File: config.mk
export PLATFORM = sky130hd
export DESIGN_NAME = gcd_driver
export DESIGN_NICKNAME = d
export VERILOG_FILES = /design/src/rtl/gcd_pkg.sv /design/src/rtl/gcd_timeout_ctr.sv /design/src/rtl/gcd_driver.sv
export SDC_FILE = /design/constraint.sdc
export NUM_CORES = 1
export LEC_CHECK = 0
export ABC_AREA = 0
export CORE_MARGIN = 2
export CORE_UTILIZATION = 47
export CTS_CLUSTER_SIZE = 24
export DETAILED_ROUTE_END_ITERATION = 16
export HOLD_SLACK_MARGIN = 0.15
export PLACE_DENSITY = 0.85
export SYNTH_ARGS = -nofsm -noshare
export SYNTH_HDL_FRONTEND = slang
export SYNTH_SLANG_ARGS = --single-unit
File: constraint.sdc
create_clock -name clk -period 6 [get_ports clk]
set_input_delay 0.6 -clock clk [delete_from_list [all_inputs] [get_ports clk]]
set_output_delay 0.6 -clock clk [all_outputs]
set_load 0.05 [all_outputs]
File: src/rtl/gcd_pkg.sv
// Shared types and defaults for the GCD engine driver.
package gcd_pkg;

  localparam int GCD_DATA_W         = 32;
  localparam int GCD_TIMEOUT_CYCLES = 65536;
  localparam int GCD_STAT_W         = 16;

  typedef enum logic [1:0] {
    IDLE  = 2'd0,
    ISSUE = 2'd1,
    WAIT  = 2'd2,
    HOLD  = 2'd3
  } gcd_drv_state_e;

  typedef struct packed {
    logic [GCD_DATA_W-1:0] data;
    logic                  err;
  } gcd_result_t;

endpackage

File: src/rtl/gcd_timeout_ctr.sv
// Watchdog counter for one engine operation; saturates at the terminal count.
module gcd_timeout_ctr #(
  parameter int LIMIT = 65536
) (
  input  logic clk,
  input  logic reset,
  input  logic clear,
  input  logic enable,
  output logic tc
);

  localparam int CNT_W = (LIMIT > 2) ? $clog2(LIMIT) : 1;
  localparam logic [CNT_W-1:0] LAST = CNT_W'(LIMIT - 1);

  logic [CNT_W-1:0] count_r;

  // cycle counter, cleared at issue and advanced while waiting
  always_ff @(posedge clk) begin
    if (reset) begin
      count_r <= {CNT_W{1'b0}};
    end else if (clear) begin
      count_r <= {CNT_W{1'b0}};
    end else if (enable && (count_r != LAST)) begin
      count_r <= count_r + CNT_W'(1'b1);
    end else begin
      count_r <= count_r;
    end
  end

  assign tc = (count_r == LAST);

endmodule

File: src/rtl/gcd_driver.sv
// Initiator for the subtractive GCD engine: operand stream in, one start
// pulse per pair, timeout-guarded wait, result stream out plus statistics.
module gcd_driver
  import gcd_pkg::*;
#(
  parameter int DATA_W         = GCD_DATA_W,
  parameter int TIMEOUT_CYCLES = GCD_TIMEOUT_CYCLES,
  parameter int STAT_W         = GCD_STAT_W
) (
  input  logic              clk,
  input  logic              reset,
  input  logic              op_valid,
  output logic              op_ready,
  input  logic [DATA_W-1:0] op_a,
  input  logic [DATA_W-1:0] op_b,
  output logic [DATA_W-1:0] eng_a,
  output logic [DATA_W-1:0] eng_b,
  output logic              eng_start,
  input  logic [DATA_W-1:0] eng_result,
  input  logic              eng_done,
  output logic              res_valid,
  input  logic              res_ready,
  output logic [DATA_W-1:0] res_data,
  output logic              res_err,
  output logic              busy,
  output logic [STAT_W-1:0] ops_done,
  output logic [STAT_W-1:0] ops_timeout
);

  typedef struct packed {
    logic [DATA_W-1:0] data;
    logic              err;
  } result_t;

  gcd_drv_state_e    state_r;
  gcd_drv_state_e    state_nxt_s;
  result_t           res_r;
  result_t           res_nxt_s;
  logic [DATA_W-1:0] eng_a_nxt_s;
  logic [DATA_W-1:0] eng_b_nxt_s;
  logic [STAT_W-1:0] ops_done_nxt_s;
  logic [STAT_W-1:0] ops_timeout_nxt_s;
  logic              timer_clr_s;
  logic              timer_en_s;
  logic              timer_tc_s;

  gcd_timeout_ctr #(
    .LIMIT(TIMEOUT_CYCLES)
  ) u_timeout (
    .clk   (clk),
    .reset (reset),
    .clear (timer_clr_s),
    .enable(timer_en_s),
    .tc    (timer_tc_s)
  );

  // state register
  always_ff @(posedge clk) begin
    if (reset) begin
      state_r <= IDLE;
    end else begin
      state_r <= state_nxt_s;
    end
  end

  // next-state, operand latch, result capture and statistics update
  always_comb begin
    state_nxt_s       = state_r;
    res_nxt_s         = res_r;
    eng_a_nxt_s       = eng_a;
    eng_b_nxt_s       = eng_b;
    ops_done_nxt_s    = ops_done;
    ops_timeout_nxt_s = ops_timeout;
    timer_clr_s       = 1'b0;
    timer_en_s        = 1'b0;
    case (state_r)
      IDLE: begin
        if (op_valid) begin
          eng_a_nxt_s = op_a;
          eng_b_nxt_s = op_b;
          state_nxt_s = ISSUE;
        end else begin
          state_nxt_s = IDLE;
        end
      end
      ISSUE: begin
        // eng_done is deliberately not looked at here: it still reflects the previous load
        timer_clr_s = 1'b1;
        state_nxt_s = WAIT;
      end
      WAIT: begin
        if (eng_done) begin
          res_nxt_s.data = eng_result;
          res_nxt_s.err  = 1'b0;
          ops_done_nxt_s = ops_done + STAT_W'(1'b1);
          state_nxt_s    = HOLD;
        end else if (timer_tc_s) begin
          res_nxt_s.data    = {DATA_W{1'b0}};
          res_nxt_s.err     = 1'b1;
          ops_timeout_nxt_s = ops_timeout + STAT_W'(1'b1);
          state_nxt_s       = HOLD;
        end else begin
          timer_en_s  = 1'b1;
          state_nxt_s = WAIT;
        end
      end
      HOLD: begin
        if (res_ready) begin
          state_nxt_s = IDLE;
        end else begin
          state_nxt_s = HOLD;
        end
      end
      default: begin
        state_nxt_s = IDLE;
      end
    endcase
  end

  // registered outputs, decoded from the state being entered
  always_ff @(posedge clk) begin
    if (reset) begin
      op_ready    <= 1'b1;
      eng_start   <= 1'b0;
      res_valid   <= 1'b0;
      busy        <= 1'b0;
      eng_a       <= {DATA_W{1'b0}};
      eng_b       <= {DATA_W{1'b0}};
      res_r       <= {(DATA_W + 1){1'b0}};
      ops_done    <= {STAT_W{1'b0}};
      ops_timeout <= {STAT_W{1'b0}};
    end else begin
      op_ready    <= (state_nxt_s == IDLE);
      eng_start   <= (state_nxt_s == ISSUE);
      res_valid   <= (state_nxt_s == HOLD);
      busy        <= (state_nxt_s != IDLE);
      eng_a       <= eng_a_nxt_s;
      eng_b       <= eng_b_nxt_s;
      res_r       <= res_nxt_s;
      ops_done    <= ops_done_nxt_s;
      ops_timeout <= ops_timeout_nxt_s;
    end
  end

  assign res_data = res_r.data;
  assign res_err  = res_r.err;

endmodule
==> results.md, run 1 <==
Critical path:
- The startpoint type of the worst setup path is an input pin.
- The highest net fanout along the worst path is 18.
- The worst register-to-register path has a depth of 4.
- Data on the critical path arrives at its endpoint at just over 3 ns.
- The worst setup path is captured at a flip-flop.
- The setup slack of the most critical reg-to-reg path is 3.44 ns.
- The origin of the critical flop-to-flop path is state_r[1].
- The data required time at the worst endpoint is 6.34 ns.
- The type of the worst setup path is in -> reg.
- The destination of the worst register-to-register timing path is ops_timeout[14].

Clocking:
- In this run the clock root is driven by a clkbuf_16.
- After clock tree synthesis, the clock-pin slew on the worst setup and hold paths is 0.06 ns.
- The number of buffers on the longest clock path is 2.
- The insertion delay of the later-clocked pin in the worst-skew pair is 0.42 ns.
- Buffers inserted to repair hold after CTS numbered 0.
- The H-tree depth is 4.
- For this design, the sink count on the clock tree is 151.
- Post-CTS repair changed the size of 0 cells.
- TritonCTS built the clock tree.
- The number of buffers inserted to repair setup after CTS is 0.
- The number of clock buffers added by TritonCTS is 17.

Placed design:
- The sum of net half-perimeters after detailed placement is 11.4 mm.
- Input and output buffers added on the ports amount to ~230.
- The final weighted congestion of routability-driven global placement is between 0.8 and 0.9.
- The instance area at placement is around 8400 um2.

Routing:
- The routed design has about 17 mm of wire.
- In the routed design, unresolved DRC markers number 0.
- The overall via count from detail_route is 5949.
- For this run, the detailed router's first-pass iteration total came to 4.
- The post-detailed-route via-to-cell ratio is between 5 and 6.
- For this block, the initial DRC count from the detailed router was 420.
- The mean routed wirelength per cell is 15.3 um.
- The number of nets with antenna violations after detailed routing is 0.

Finish:
- The finished cells cover about 9000 um2.
- The number of filler instances in the final layout is 988.
- The fraction of final layout cells sized beyond drive strength 1 is 4.64%.
- The synthesis-to-layout area growth is 49.4%.
- The net count of the finished layout is 1040.
- The repair_antennas step left the layout with diodes totalling 0.

Hold path:
- The path class of the tightest hold or removal check is reg -> reg.
- The startpoint of the lowest-slack hold path is eng_b[2].
- The destination of the worst hold path is eng_b[2].
- The cell depth of the worst hold path is 2.

Synth:
- The share of the Yosys chip area taken by registers is 50.3%.
- The fraction of registers with async set or reset after synthesis is 0%.
- In this run, synthesis produced a sequential element count of around 150.
- The number of cells produced by synthesis is around 740.
- A synthesized cell averages 8.17 um2.
- The count of different cell masters after synthesis is approximately 50.
- The number of synthesized flops with an enable pin is 0.
- The cell area after technology mapping is ~6000 um2.
- The number of warnings issued by yosys is 0.
- The number of nets produced by synthesis is approximately 840.
- The primary flip-flop cell chosen by synthesis mapping is dfxtp_1.

Die:
- In this run the standard cell core region covers 12600 um2.
- The initialized floorplan defines just over 40 standard-cell rows.
- The die extent in y is roughly 120 um.
- between 200 and 250 I/O pins were placed.
- The die covers approximately 14000 um2.
- Measured along the x axis, the die boundary spans between 100 and 150 um.
- The initial standard-cell utilization of the core is between 40 and 50%.

Global routing:
- The initial antenna violation count is 0.
- The first global-routing pass estimated 26.2 mm of wire.
- The via count of the first global-routing pass is 5422.
- The pin count of the biggest net entering global routing is 83.
- The global route total overflow is 0.
- The overall global routing resource usage is between 20% and 30%.

Power and ir drop:
- For this design the total switching power over the nets is around 0.70 mW.
- The sequential fraction of design power is around two fifths.
- The design draws 2.63 mW.
- IR analysis of the VDD net gives a maximum drop of about 0.21 mV.
- The combinational cell fraction of total power is 16.6%.
- Per report_power, the clock group accounts for around 43% of the total.
- The leakage dissipation is between 3 and 4 nW.
- The total power density per cell area is 293 nW/um2.
- The internal power of the cells totals around 1.9 mW.
- The switching share of power is 26.5%.

STA:
- Setup repair after global routing left no endpoint under its margin.
- Derived from the worst setup path, the maximum achievable clock frequency is between 300 and 400 MHz.
- The number of slew-limit violations in the final report is 0.
- The slew of the pin with the lowest slew margin is between 1 and 1.5 ns.
- On the final layout, the worst hold slack is ~0.45 ns.
- Setup violations remaining at the end of the flow were counted as 0.
- The fraction of the cycle the final worst path needs is 45.7%.
- The setup TNS is 0 ns.
- The worst clock skew is 0.0109 ns.
- Measured against its own limit, the worst slew margin works out to just under 30%.
- The post-layout minimum cycle time is about 2.7 ns.
- The number of endpoints with negative hold slack in the final report is 0.

Outcome:
- The flow ran to the end, and the final reports show no timing, DRC or antenna violations.

Flow run:
- The number of maximum-capacitance constraint violations is 0.
-- worst max-delay path, stage by stage --
cell,delay (ns)
clkdlybuf4s50_1,0.51
or3b_4,0.47
or4_1,0.75
or4_1,0.57
a21oi_1,0.16
-- power groups by stage --
| stage | Combinational, mW | Clock [mW] | Sequential [mW] |
|---|---|---|---|
| global placement | 0.434 | 0 | 1.09 |
| detailed placement | 0.436 | 0 | 1.10 |
| floorplan | 0.112 | 0 | 1.24 |
| finish | 0.437 | 1.12 | 1.07 |
| CTS | 0.439 | 1.14 | 1.07 |
| global route | 0.465 | 1.18 | 1.08 |
-- synthesized netlist by cell type (2+ instances only) --
| master | instances | area, um2 |
|---|---|---|
| a21oi_1 | 127 | 636 |
| nand3_1 | 17 | 85.1 |
| xnor2_1 | 2 | 17.5 |
| o31ai_1 | 20 | 150 |
| and3_1 | 8 | 50.1 |
| o41ai_1 | 3 | 26.3 |
| nand2_1 | 183 | 687 |
| inv_1 | 4 | 15.0 |
| or4_1 | 20 | 150 |
| a31oi_1 | 4 | 25.0 |
| nor3b_1 | 2 | 15.0 |
| or3_1 | 8 | 50.1 |
| buf_1 | 4 | 15.0 |
| xor2_1 | 8 | 70.1 |
| and2_1 | 4 | 25.0 |
| nor2b_1 | 4 | 25.0 |
| o21ai_0 | 44 | 220 |
| clkbuf_1 | 42 | 158 |
| nor2_1 | 17 | 63.8 |
| nand4_1 | 17 | 106 |
| nor3_1 | 4 | 20.0 |
| clkbuf_2 | 2 | 10.0 |
| mux2i_1 | 3 | 30.0 |
| and4_1 | 8 | 70.1 |
| buf_2 | 4 | 20.0 |
| ha_1 | 3 | 37.5 |
| dfxtp_1 | 151 | 3020 |
-- metrics by stage --
stage          instances  setup WS (ns)  utilization [%]
2_1_floorplan        735           3.71                -
3_3_place_gp        1089           2.94             66.5
3_5_place_dp        1089           2.89             66.5
4_1_cts             1120           3.29             71.4
5_1_grt             1120           3.16             71.4
6_report            1120           3.26             71.4
-- kinds of logic after synthesis --
group                    count (synthesis)  synth area share (%)
XOR/XNOR                                10                  1.46
buffers and inverters                   58                  3.96
flip-flops                             151                  50.3
AND/OR/NAND/NOR                        305                  24.5
AO/OA/AOI/OAI                          204                  18.5
multiplexers                             4                 0.687
adder cells (fa/ha/maj)                  3                 0.625
-- how the worst max path moves through the flow --
stage | start | end | slack (ns) | cells after the start
after CTS | eng_done | ops_timeout[14] | 3.29 | 5
after global placement | eng_done | ops_timeout[15] | 2.94 | 5
after global routing | eng_done | ops_timeout[14] | 3.16 | 5
after floorplan | eng_done | ops_timeout[15] | 3.71 | 5
after detailed placement | eng_done | ops_timeout[15] | 2.89 | 5
final | eng_done | ops_timeout[14] | 3.26 | 5
-- cell usage in the layout (no fill, tap or decap), types with 8 or more instances in the layout --
cell type          n
o21ai_0           44
clkdlybuf4s50_1  232
dfxtp_1          151
or3_1              8
clkbuf_16         17
and3_1             8
nor2_1            17
nand3_1           17
a21oi_1          127
and4_1             8
nand2_1          182
o31ai_1           20
nand4_1           17
xor2_1             8
or4_1             20
-- layer usage --
metal  share of wire [%]  up-vias  global-route usage [%]  wire length, um
met4                 1.4        0                    8.94              232
met1                  42     2796                    29.3             7210
met2                  51      155                    40.6             8680
met3                 5.7       17                    7.83              981
li1                    -     2981                       -                -
met5                   0        -                       0                0
-- state kept, by name (all words and copies together), names as in the netlist --
name	count
busy	1
eng_a	32
eng_b	32
eng_start	1
op_ready	1
ops_done	16
ops_timeout	16
res_data	32
res_err	1
res_valid	1
state_r	2
u_timeout.count_r	16
-- area by class of cell --
cell class                      count  area [um2]  area share (%)
Inverter                            4        15.0           0.167
Tap cell                          172         215            2.40
Clock inverter                      9         148            1.64
Timing Repair Buffer              236        2350            26.2
Multi-Input combinational cell    526        2750            30.6
Sequential cell                   151        3020            33.7
Clock buffer                       22         474            5.28
Note: power is estimated with default switching activity, not from simulation.
==> run 2: changes to the inputs <==
CORE_UTILIZATION = 40   (was 47)
PLACE_DENSITY = 0.77   (was 0.85)
clock period = 2.4 ns   (was 6 ns; I/O delays follow)
==> results.md, run 2 (same netlist as run 1, synthesis figures left out) <==
Die:
- The overall die area was 16000 um2 (+17%).
- The area of the core is 14600 um2 (+16%).
- The number of primary I/O pins is 234 (unchanged).
- The initial standard-cell utilization of the core is 41.2% (-6.6 points).
- The die extent in y is 127 um (+8.1%).
- The number of rows created at floorplan is 44 (+7.3%).
- The overall die width is 127 um (+8.1%).

Finish:
- The top cell types in the final layout, fill and taps aside, are 232 x clkdlybuf4s50_1, 182 x nand2_1, 151 x dfxtp_1, 127 x a21oi_1, 44 x o21ai_0.
- The number of filler instances in the final layout is 1251 (+27%).
- The sequential cell area in the final layout is 3020 um2 (unchanged).
- The number of antenna repair diodes was 0 (unchanged).
- The synthesis-to-layout area growth is 51.8%.
- The number of nets at the end of the flow is 1057 (+1.6%).
- The fraction of final layout cells sized beyond drive strength 1 is 6.22% (+1.6 points).
- Leaving out fill and tap cells, the most frequent cell in the layout is clkdlybuf4s50_1.
- The area occupied by multi-input gates is 2750 um2 (unchanged).

Hold path:
- The tightest min-delay check is of the in -> reg type.
- The cell depth of the worst hold path is 2 (unchanged).
- The worst hold path begins at reset.
- For hold timing, the worst endpoint is ops_done[2].

STA:
- Setup repair after global routing left no endpoint under its margin.
- The worst clock skew is 0.00842 ns (-0.00248 ns).
- The number of endpoints with negative hold slack in the final report was 0 (unchanged).
- The fraction of the cycle the final worst path needs is around 91%.
- The tightest slew margin relative to the limit is 62.4% (+33 points).
- The final-report setup violation count is 0 (unchanged).
- The post-layout minimum cycle time is 2.18 ns.
- The maximum clock frequency is ~460 MHz.
- The setup TNS is 0 ns (unchanged).
- The slew of the pin with the lowest slew margin was 0.562 ns (-0.493 ns).
- The number of slew-limit violations in the final report was 0 (unchanged).

Clocking:
- The H-tree depth is 4 (unchanged).
- The number of buffers created by CTS was 17 (unchanged).
- The insertion delay of the later-clocked pin in the worst-skew pair was 0.41 ns (about the same).
- The total clock sinks is 151 (unchanged).
- The clock tree from TritonCTS is built.
- Clock tree synthesis selected as its root buffer the cell clkbuf_16.
- The number of buffers on the longest clock path is 2 (unchanged).
- The number of instances resized during post-cts repair is 0 (unchanged).
- The post-CTS clock slew at the launch and capture registers of the worst setup and hold paths is 0.06 ns (about the same).
- The number of buffers inserted to repair setup after CTS is 0 (unchanged).
- The number of buffers added to fix hold violations after cts is 0 (unchanged).

Power and ir drop:
- The sum of internal, switching and leakage power is 6.44 mW (+140%).
- The total power density per cell area is 706 nW/um2 (+140%).
- The highest ir drop seen on vdd is 0.434 mV (+110%).
- The leakage dissipation is 3.15 nW (+2.3%).

Critical path:
- The delay contributed by the slowest stage of the critical path is 0.51 ns (-0.24 ns).
- The buffers plus inverters on the worst setup path is 1 (unchanged).
- STA classifies the critical path startpoint as a flip-flop.
- The cell that appears most often on the critical path is or4_1.
- The number of cells traversed by the worst register-to-register path is 6 (+2).
- The type of the worst setup path is reg -> reg.
- The cell with the largest stage delay on the worst path is or4_1.
- The destination of the worst register-to-register timing path is ops_timeout[12].
- The origin of the critical flop-to-flop path is u_timeout.count_r[0].
- In this run the worst setup path begins at u_timeout.count_r[0].
- The top cell family by delay on the critical path is simple AND/OR/NAND/NOR gates.
- The data required time at the worst endpoint was 2.74 ns (-3.60 ns).
- The arrival time at the worst endpoint is 2.52 ns (-0.56 ns).
- The type of element capturing the critical path is a flip-flop.
- The highest net fanout along the worst path was 17 (-1).
- Walking the worst path, the cells encountered are ha_1 -> nand4_1 -> or4_1 -> buf_4 -> or4_1 -> a21oi_1.
- The setup slack of the most critical reg-to-reg path is 0.22 ns (-3.22 ns).

Global routing:
- The first-pass GRT wire length was 27.6 mm (+5.5%).
- The pin count of the biggest net entering global routing came to 66 (-20%).
- The via count of the first global-routing pass is 5482 (+1.1%).
- The global route total overflow is 0 (unchanged).
- The overall global routing resource usage was 21.1% (-3.2 points).
- The initial antenna violation count is 0 (unchanged).

Flow run:
- The number of maximum-capacitance constraint violations is 0 (unchanged).

Routing:
- The first-pass iteration count of the detailed router is 4 (unchanged).
- The mean routed wirelength per cell is 14.7 um (-3.5%).
- The post-detailed-route via-to-cell ratio came to 5.20 (-2.1%).
- The number of nets with antenna violations after detailed routing came to 0 (unchanged).
- The residual DRC count was 0 (unchanged).
- The number of DRC markers after the initial detailed-route iteration was 318 (-24%).
- The sum of routed wire length over all layers is 16.9 mm (-1.0%).
- The overall via count from detail_route came to 5977 (+0.47%).

Placed design:
- The sum of net half-perimeters after detailed placement was 11.6 mm (+2.1%).
- The final weighted congestion of routability-driven global placement is 0.833 (+1.3%).
- The total of buffers placed on input and output ports came to 233 (unchanged).

Outcome:
- The flow ran to the end, and the final reports show no timing, DRC or antenna violations.
## run 2: changes by cell type in the layout (fill, tap and decap cells not counted)
cell	delta
buf_4	+14
buf_12	+3
bufinv_16	-2
clkinv_2	-2
clkbuf_1	+1
clkbuf_8	+1
clkinv_4	+1
clkinvlp_4	+1
## run 2: worst max-delay path by stage
stage / slack [ns] / endpoint / depth (start not counted)
after floorplan: 0.24 / ops_timeout[15] / 5
after global placement: -0.07 / ops_timeout[15] / 6
after detailed placement: -0.08 / ops_timeout[5] / 6
after CTS: 0.22 / ops_timeout[12] / 6
after global routing: 0.1 / ops_timeout[13] / 6
final: 0.22 / ops_timeout[12] / 6
## run 2: through the flow
step	worst slack, ns	area [um2]	util, %	instances	hold WS (ns)
after detailed placement	-0.0783	8540	58.5	1118	0.446
after global routing	0.0995	9120	62.5	1149	0.216
after floorplan	0.240	6010	-	735	0.376
final	0.220	9120	62.5	1149	0.224
after CTS	0.222	9120	62.5	1149	0.208
after global placement	-0.0670	8540	58.5	1118	0.441
## run 2: per-layer routing
| metal | track usage (%) | vias to the layer above | wire [um] | part of all wire (%) |
|---|---|---|---|---|
| met2 | 34.6 | 171 | 8290 | 49 |
| met4 | 7.82 | 0 | 325 | 1.9 |
| met5 | 0 | - | 0 | 0 |
| met3 | 6.83 | 29 | 1230 | 7.2 |
| met1 | 25.8 | 2759 | 7090 | 42 |
| li1 | - | 3018 | - | - |
## run 2: cell type report
type / instances / share of cell area, %
Sequential cell: 151 / 33.1
Multi-Input combinational cell: 526 / 30.2
Timing Repair Buffer: 253 / 27.6
Clock buffer: 24 / 5.39
Tap cell: 184 / 2.52
Clock inverter: 7 / 1.03
Inverter: 4 / 0.165
## run 2: worst reg2reg max path, cell delays in order, from the launching register on
cell	delay, ns
dfxtp_1	0.40
ha_1	0.33
nand4_1	0.12
or4_1	0.40
buf_4	0.20
or4_1	0.52
a21oi_1	0.15
## run 2: report_power, final
group / total [mW] / internal (mW) / switching [mW]
Sequential: 2.67 / 2.62 / 0.0531
Combinational: 1.13 / 0.434 / 0.700
Clock: 2.63 / 1.63 / 0.995
